`src/rtl/pipeline_pkg.sv`:
```
// Shared decode constants, types and helpers for the
// 5-stage 20-bit pipeline hazard logic.
package pipeline_pkg;

  localparam int INSTR_W = 20;
  localparam int NREGS   = 16;

  localparam int OPC_HI = 19;
  localparam int OPC_LO = 16;
  localparam int DST_HI = 15;
  localparam int DST_LO = 12;
  localparam int OP1_HI = 11;
  localparam int OP1_LO = 8;
  localparam int OP2_HI = 7;
  localparam int OP2_LO = 4;

  typedef logic [3:0] opcode_t;
  typedef logic [3:0] reg_t;

  localparam opcode_t OP_LD   = 4'h0;
  localparam opcode_t OP_ST   = 4'h1;
  localparam opcode_t OP_ALU0 = 4'h2;
  localparam opcode_t OP_ALU7 = 4'h9;
  localparam opcode_t OP_BEQ  = 4'hA;
  localparam opcode_t OP_BNE  = 4'hB;
  localparam opcode_t OP_J    = 4'hC;
  localparam opcode_t OP_NOP  = 4'hF;

  typedef enum logic {
    RUN,
    BR_PEND
  } state_t;

  function automatic logic is_alu(opcode_t op);
    return (op >= OP_ALU0) && (op <= OP_ALU7);
  endfunction

  function automatic logic writes_dest(opcode_t op);
    return !(op == OP_ST || op == OP_BEQ ||
             op == OP_BNE || op == OP_J ||
             op == OP_NOP);
  endfunction

  function automatic logic reads_op1(opcode_t op);
    return !(op == OP_J || op == OP_NOP);
  endfunction

  function automatic logic reads_op2(opcode_t op);
    return is_alu(op) || op == OP_ST ||
           op == OP_BEQ || op == OP_BNE;
  endfunction

  function automatic logic is_ctrl(opcode_t op);
    return op == OP_BEQ || op == OP_BNE ||
           op == OP_J;
  endfunction

endpackage

```
`src/rtl/pipeline_hazard_controller_if.sv`:
```
// ID-stage view of the pipeline: instruction and branch
// status in, stall/flush controls out.
interface pipeline_hazard_controller_if;
  import pipeline_pkg::*;

  logic [INSTR_W-1:0] id_instruction;
  logic               id_valid;
  logic               ex_branch_resolved;
  logic               ex_branch_taken;
  logic               pc_write;
  logic               pc_sel;
  logic               if_id_write;
  logic               if_id_flush;
  logic               id_ex_bubble;
  logic               raw_stall;

  modport master (
    output id_instruction,
    output id_valid,
    output ex_branch_resolved,
    output ex_branch_taken,
    input  pc_write,
    input  pc_sel,
    input  if_id_write,
    input  if_id_flush,
    input  id_ex_bubble,
    input  raw_stall
  );

  modport slave (
    input  id_instruction,
    input  id_valid,
    input  ex_branch_resolved,
    input  ex_branch_taken,
    output pc_write,
    output pc_sel,
    output if_id_write,
    output if_id_flush,
    output id_ex_bubble,
    output raw_stall
  );

endinterface

```
`src/rtl/pipeline_hazard_controller_scoreboard.sv`:
```
// Per-register countdown of bubbles still owed before
// a consumer in ID may read that register.
module hazard_scoreboard
  import pipeline_pkg::*;
#(
  parameter int LOAD_STALL = 1,
  parameter int ALU_STALL  = 0,
  parameter int CNT_W      = 2
) (
  input  logic clock,
  input  logic reset,
  input  logic id_valid,
  input  logic rd1,
  input  logic rd2,
  input  reg_t op1,
  input  reg_t op2,
  input  logic load_en,
  input  reg_t dest,
  input  logic is_load,
  output logic raw_stall
);

  localparam int CMAX = (1 << CNT_W) - 1;

  if (LOAD_STALL > CMAX) begin : g_load_range
    $error("LOAD_STALL does not fit in CNT_W");
  end
  if (ALU_STALL > CMAX) begin : g_alu_range
    $error("ALU_STALL does not fit in CNT_W");
  end

  localparam logic [CNT_W-1:0] LD_V =
    CNT_W'(LOAD_STALL);
  localparam logic [CNT_W-1:0] AL_V =
    CNT_W'(ALU_STALL);

  logic [CNT_W-1:0] cnt [NREGS];

  // A fresh load wins over that entry's decay
  always_ff @(posedge clock) begin
    if (reset) begin
      for (int i = 0; i < NREGS; i++)
        cnt[i] <= '0;
    end else begin
      for (int i = 0; i < NREGS; i++) begin
        if (load_en && dest == 4'(i))
          cnt[i] <= is_load ? LD_V : AL_V;
        else if (cnt[i] != '0)
          cnt[i] <= cnt[i] - 1'b1;
      end
    end
  end

  assign raw_stall = id_valid &
    ((rd1 & (cnt[op1] != '0)) |
     (rd2 & (cnt[op2] != '0)));

endmodule

```
`src/rtl/pipeline_hazard_controller.sv`:
```
// Stall/flush sequencer beside ID: RAW interlock plus
// fetch hold while a branch is unresolved in EX.
module pipeline_hazard_controller
  import pipeline_pkg::*;
#(
  parameter int LOAD_STALL = 1,
  parameter int ALU_STALL  = 0,
  parameter int CNT_W      = 2
) (
  input logic clock,
  input logic reset,
  pipeline_hazard_controller_if.slave bus
);

  opcode_t opc;
  reg_t    dst;
  reg_t    op1;
  reg_t    op2;

  assign opc = bus.id_instruction[OPC_HI:OPC_LO];
  assign dst = bus.id_instruction[DST_HI:DST_LO];
  assign op1 = bus.id_instruction[OP1_HI:OP1_LO];
  assign op2 = bus.id_instruction[OP2_HI:OP2_LO];

  state_t state;
  state_t state_nx;

  logic hz;
  logic issue;
  logic load_en;
  logic run_like;
  logic taken;
  logic hold;
  logic pc_write;
  logic pc_sel;
  logic if_id_write;
  logic if_id_flush;
  logic id_ex_bubble;
  logic raw_out;

  assign load_en = issue & writes_dest(opc);

  hazard_scoreboard #(
    .LOAD_STALL(LOAD_STALL),
    .ALU_STALL (ALU_STALL),
    .CNT_W     (CNT_W)
  ) u_sb (
    .clock    (clock),
    .reset    (reset),
    .id_valid (bus.id_valid),
    .rd1      (reads_op1(opc)),
    .rd2      (reads_op2(opc)),
    .op1      (op1),
    .op2      (op2),
    .load_en  (load_en),
    .dest     (dst),
    .is_load  (opc == OP_LD),
    .raw_stall(hz)
  );

  always_ff @(posedge clock) begin
    if (reset) state <= RUN;
    else       state <= state_nx;
  end

  // A not-taken resolve behaves as an ordinary RUN cycle
  assign taken = (state == BR_PEND) &
    bus.ex_branch_resolved & bus.ex_branch_taken;
  assign hold = (state == BR_PEND) &
    !bus.ex_branch_resolved;
  assign run_like = (state == RUN) |
    ((state == BR_PEND) & bus.ex_branch_resolved &
     !bus.ex_branch_taken);

  always_comb begin
    state_nx     = state;
    pc_write     = 1'b0;
    pc_sel       = 1'b0;
    if_id_write  = 1'b0;
    if_id_flush  = 1'b0;
    id_ex_bubble = 1'b1;
    issue        = 1'b0;
    raw_out      = hz;
    if (reset) begin
      if_id_flush = 1'b1;
      raw_out     = 1'b0;
      state_nx    = RUN;
    end else begin
      unique case (1'b1)
        taken: begin
          pc_sel      = 1'b1;
          pc_write    = 1'b1;
          if_id_flush = 1'b1;
          state_nx    = RUN;
        end
        hold: begin
          state_nx = BR_PEND;
        end
        run_like && hz: begin
          state_nx = RUN;
        end
        run_like && !hz: begin
          pc_write     = 1'b1;
          if_id_write  = 1'b1;
          id_ex_bubble = !bus.id_valid;
          issue        = bus.id_valid;
          state_nx = (bus.id_valid && is_ctrl(opc))
                   ? BR_PEND : RUN;
        end
        default: state_nx = RUN;
      endcase
    end
  end

  assign bus.pc_write     = pc_write;
  assign bus.pc_sel       = pc_sel;
  assign bus.if_id_write  = if_id_write;
  assign bus.if_id_flush  = if_id_flush;
  assign bus.id_ex_bubble = id_ex_bubble;
  assign bus.raw_stall    = raw_out;

endmodule

```
`src/flat_wrapper.sv`:
```
// flat-port wrapper written by rule: the top's interface ports become plain ports
module pipeline_hazard_controller_flat import pipeline_pkg::*;
#(
  parameter int LOAD_STALL = 1,
  parameter int ALU_STALL  = 0,
  parameter int CNT_W      = 2
)
  (clock, reset, bus_id_instruction, bus_id_valid, bus_ex_branch_resolved, bus_ex_branch_taken, bus_pc_write, bus_pc_sel, bus_if_id_write, bus_if_id_flush, bus_id_ex_bubble, bus_raw_stall);
  pipeline_hazard_controller_if bus_i ();
  input logic clock;
  input logic reset;
  input wire logic [$bits(bus_i.id_instruction)-1:0] bus_id_instruction;
  input wire logic [$bits(bus_i.id_valid)-1:0] bus_id_valid;
  input wire logic [$bits(bus_i.ex_branch_resolved)-1:0] bus_ex_branch_resolved;
  input wire logic [$bits(bus_i.ex_branch_taken)-1:0] bus_ex_branch_taken;
  output wire logic [$bits(bus_i.pc_write)-1:0] bus_pc_write;
  output wire logic [$bits(bus_i.pc_sel)-1:0] bus_pc_sel;
  output wire logic [$bits(bus_i.if_id_write)-1:0] bus_if_id_write;
  output wire logic [$bits(bus_i.if_id_flush)-1:0] bus_if_id_flush;
  output wire logic [$bits(bus_i.id_ex_bubble)-1:0] bus_id_ex_bubble;
  output wire logic [$bits(bus_i.raw_stall)-1:0] bus_raw_stall;
  assign bus_i.id_instruction = bus_id_instruction;
  assign bus_i.id_valid = bus_id_valid;
  assign bus_i.ex_branch_resolved = bus_ex_branch_resolved;
  assign bus_i.ex_branch_taken = bus_ex_branch_taken;
  assign bus_pc_write = bus_i.pc_write;
  assign bus_pc_sel = bus_i.pc_sel;
  assign bus_if_id_write = bus_i.if_id_write;
  assign bus_if_id_flush = bus_i.if_id_flush;
  assign bus_id_ex_bubble = bus_i.id_ex_bubble;
  assign bus_raw_stall = bus_i.raw_stall;
  pipeline_hazard_controller #(.LOAD_STALL(LOAD_STALL), .ALU_STALL(ALU_STALL), .CNT_W(CNT_W)) u_core (.clock(clock), .reset(reset), .bus(bus_i));
endmodule
```
`config.mk`:
```
export PLATFORM = sky130hd
export DESIGN_NAME = pipeline_hazard_controller_flat
export DESIGN_NICKNAME = d
export VERILOG_FILES = /design/src/rtl/pipeline_pkg.sv /design/src/rtl/pipeline_hazard_controller_if.sv /design/src/rtl/pipeline_hazard_controller_scoreboard.sv /design/src/rtl/pipeline_hazard_controller.sv /design/src/flat_wrapper.sv
export SDC_FILE = /design/constraint.sdc
export NUM_CORES = 1
export LEC_CHECK = 0
export BUFFER_PORTS_ARGS = -buffer_cell sky130_fd_sc_hd__buf_2
export CAP_MARGIN = 10
export CELL_PAD_IN_SITES_DETAIL_PLACEMENT = 1
export CELL_PAD_IN_SITES_GLOBAL_PLACEMENT = 1
export CORE_MARGIN = 2
export CORE_UTILIZATION = 42
export DETAILED_ROUTE_END_ITERATION = 16
export GPL_ROUTABILITY_DRIVEN = 0
export GPL_TIMING_DRIVEN = 0
export PLACE_DENSITY_LB_ADDON = 0.1
export SYNTH_ARGS = -nofsm -noshare
export SYNTH_HDL_FRONTEND = slang
export SYNTH_SLANG_ARGS = --single-unit
```
`constraint.sdc`:
```
create_clock -name clock -period 2.25 [get_ports clock]
set_input_delay 0.3375 -clock clock [delete_from_list [all_inputs] [get_ports clock]]
set_output_delay 0.3375 -clock clock [all_outputs]
set_load 0.005 [all_outputs]
```
==> results.toml <==
[hold_path]
worstHoldPathType = "in -> reg"
whs_path_depth = 4
worstHoldStart = "bus_ex_branch_resolved"
worstHoldEndpoint = "u_core.state"

[critical_path]
setup.reg_to_reg.worst_slack_ns = -0.24
timing.critical_path.from_type = "flip-flop"
cp_data_required_time_ns = 1.91
worst-r2r-cell-count = 9
critical_path.reg2reg.endpoint = "u_core.u_sb.cnt[10][0]"
critPathSlowestCell = "sky130_fd_sc_hd__mux4_2"
path_cells = "nor2_2, mux4_2, mux2_4, a211o_4, a21boi_4, nor2b_4, buf_2"
delay_of_the_slowest_critical_path_stage_ns = 0.47
worst_setup_path_end_kind = "output port"
timing.setup.critical_path_class = "reg -> out"
cp.arrival_ns = 2.30
critical_path.max_fanout = 3
timing.rr.start = "u_core.u_sb.cnt[4][1]"

[layout]
finish.cell_count_without_fillers = 402
diodes = 0
final_layout_size_suffix_gt1_frac = 0.354
synthesis_to_finish_area_growth_pct = 24.4
post_layout_nets = 366
finalInstanceArea_mm2 = 0.00353

[synthesis]
synth.yosys.seq_area_share = 0.346
postSynthRegisterBits = 33
synth.most_common_cell = "sky130_fd_sc_hd__inv_1"
ys_warn_count = 0
edff_count_synth = 32
synth_area_per_cell_um2 = 10.0
synth.top_cell.area_share = 0.339
ys_flop_type = "sky130_fd_sc_hd__edfxtp_1"
cell_type_contributing_the_most_total_cell_area_after_synthesis = "sky130_fd_sc_hd__edfxtp_1"
netlist_area_mm2 = 0.00283
synth.distinct_cells = 41
synth.area.top_cells = "sky130_fd_sc_hd__edfxtp_1 34%, sky130_fd_sc_hd__nor4b_2 8.5%, sky130_fd_sc_hd__ha_1 7.1%, sky130_fd_sc_hd__mux2i_1 5.7%, sky130_fd_sc_hd__inv_1 4.6%"
synthesis.instances = 283
synth.top_cells.by_count = "35 x sky130_fd_sc_hd__inv_1, 32 x sky130_fd_sc_hd__edfxtp_1, 21 x sky130_fd_sc_hd__nor3_1"
mappedNetlistNets = 324
async_reset_ff_frac = 0

[pwr]
combPwrFrac = 0.565
seq_power_share = 0.324
pleak_nw = 1.37
netSwitchingFraction = 0.405
p_int_w = 0.00236
fin_total_pwr_w = 0.00397
net-switching-power_w = 0.00161
clock_power_share = 0.110
power.ir.vdd_worst_uv = 600
power_per_cell_area_mw_per_mm2 = 1130

[clocking]
htree_levels = 2
cts-buffers-inserted = 5
cts.path.max_buffers = 2
clkTransAtPathRegs_ns = 0.07
clk-insertion-delay-late_ns = 0.29
tritoncts = "built"
clock_sinks = 33
cts_root_buffer = "sky130_fd_sc_hd__clkbuf_8"

[routing]
drt-total-wl_mm = 7.88
dr_wl_met3_um = 230
drt-initial-drc-count = 53
route.detailed.drc = 0
top_layer_used = "met4"
vias = 2345
dr.pass1.iters = 4
average_via_count_per_standard_cell = 5.83
dr_wl_met2_mm = 3.84
detail-route-antenna-nets = 0
routed_wire_length_per_instance_um = 19.6
m1WireLength_mm = 3.71

[floorplan]
starting_utilization_of_the_core_area = 0.441
io_pins = 31
placeableCoreArea_mm2 = 0.00642
die_x_um = 86.1
row_count = 29
die_ht_um = 86.1
full_die_area_mm2 = 0.00742

[sta]
final.setup.worst_slack_ns = -0.385
fin_crit_sh = 1.17
maxSlewViolCount = 0
rsz_0062_raised_after_global_routing = "true"
fin_crit_period_ns = 2.64
report.final.hold_viol_count = 0
timing.slew.headroom = 0.430
achievable-frequency_ghz = 0.379
timing.final.setup_violations = 50
finalSetupTns_ns = -7.95
finalClockSkew_ns = 0.00718
worst-slew-pin-transition_ns = 0.854

[grt]
antenna_found_initial = 0
number_of_global_route_vias_before_repair = 2396
grt_start_max_net_pins = 11
grtUsageTotal = 0.226
global_route_wire_length_before_repair_mm = 12.7
globalRouteOverflowTotal = 0

[placement]
placedInstanceArea_mm2 = 0.00307
numPlacedInstances = 384
dp.final_hpwl_mm = 5.74
number_of_buffers_added_on_ports = 24

[outcome]
outcome = "finished, violations left"
failed_checks = "negative setup slack"

[job]
timing.max_cap.violations = 0
## area by class of cell
| class | count | area [um2] |
|---|---|---|
| flip-flops and latches | 33 | 981 |
| well taps | 77 | 96.3 |
| inverters | 35 | 131 |
| clock inverters | 1 | 3.75 |
| clock buffers | 6 | 72.6 |
| fillers | 711 | 2900 |
| plain buffers | 14 | 105 |
| repair buffers | 35 | 230 |
| multi-input cells | 201 | 1910 |
## metal layers
layer	vias up	GRT usage
li1	1137	-
met1	1158	0.306
met2	41	0.380
met3	9	0.0318
met4	0	0.0577
met5	-	0
## sequential cells by signal (all words and copies together) (netlist names)
signal,cells
u_core.state,1
u_core.u_sb.cnt,32
## through the flow
stage	hold slack (ns)	setup WS, ns	utilization
floorplan	0.440	0.00377	-
global placement	0.463	-0.415	0.478
detailed placement	0.471	-0.431	0.478
CTS	0.329	-0.406	0.524
global route	0.393	-0.462	0.549
finish	0.342	-0.385	0.549
## cell families after synthesis
| logic type | count (synthesis) | share of synthesized area |
|---|---|---|
| flops | 33 | 0.346 |
| mux | 20 | 0.0843 |
| simple gates | 132 | 0.327 |
| compound gates | 33 | 0.0998 |
| fa+ha+maj | 16 | 0.0706 |
| buf+inv | 49 | 0.0720 |
## repair_timing
item,CTS,global route
cloned,1,0
resized for setup,28,32
endpoints found under the setup margin,58,71
pin swaps,6,6
buffers inserted,5,6
hold buffers,0,0
## layout by cell type (no fill, tap or decap), drive strengths merged, types with 6 or more instances in the layout
cell type and instances:
buf 42, inv 35, edfxtp 32, nor3 21
nand3 17, mux2i 16, nand3b 16, ha 16
nor2 16, nor4b 16, clkbuf 13, or3 10
a31oi 10, or2 8, nand2b 7, o21ai 6
## worst max-delay path, delay by kind of cell (launching register included)
kind / cells / cell delay, ns
simple gates: 2 / 0.22
compound gates: 2 / 0.54
flops: 1 / 0.37
buf+inv: 1 / 0.12
mux: 2 / 0.77
## power by group through the flow
stage / sequential (W) / combinational, W / clock [W]
3_3_place_gp: 0.00127 / 0.00170 / 0
4_1_cts: 0.00127 / 0.00204 / 0.000453
3_5_place_dp: 0.00129 / 0.00175 / 0
5_1_grt: 0.00132 / 0.00246 / 0.000465
2_1_floorplan: 0.00121 / 0.00142 / 0
6_report: 0.00129 / 0.00224 / 0.000438
## worst max path at each step
| stage | start | endpoint |
|---|---|---|
| detailed placement | reset | u_core.u_sb.cnt[15][1] |
| CTS | u_core.u_sb.cnt[0][0] | bus_raw_stall |
| floorplan | bus_id_instruction[4] | u_core.u_sb.cnt[11][0] |
| finish | u_core.u_sb.cnt[4][1] | bus_raw_stall |
| global route | u_core.u_sb.cnt[2][1] | bus_raw_stall |
| global placement | reset | u_core.u_sb.cnt[15][1] |
(Power assumes the default switching activity.)
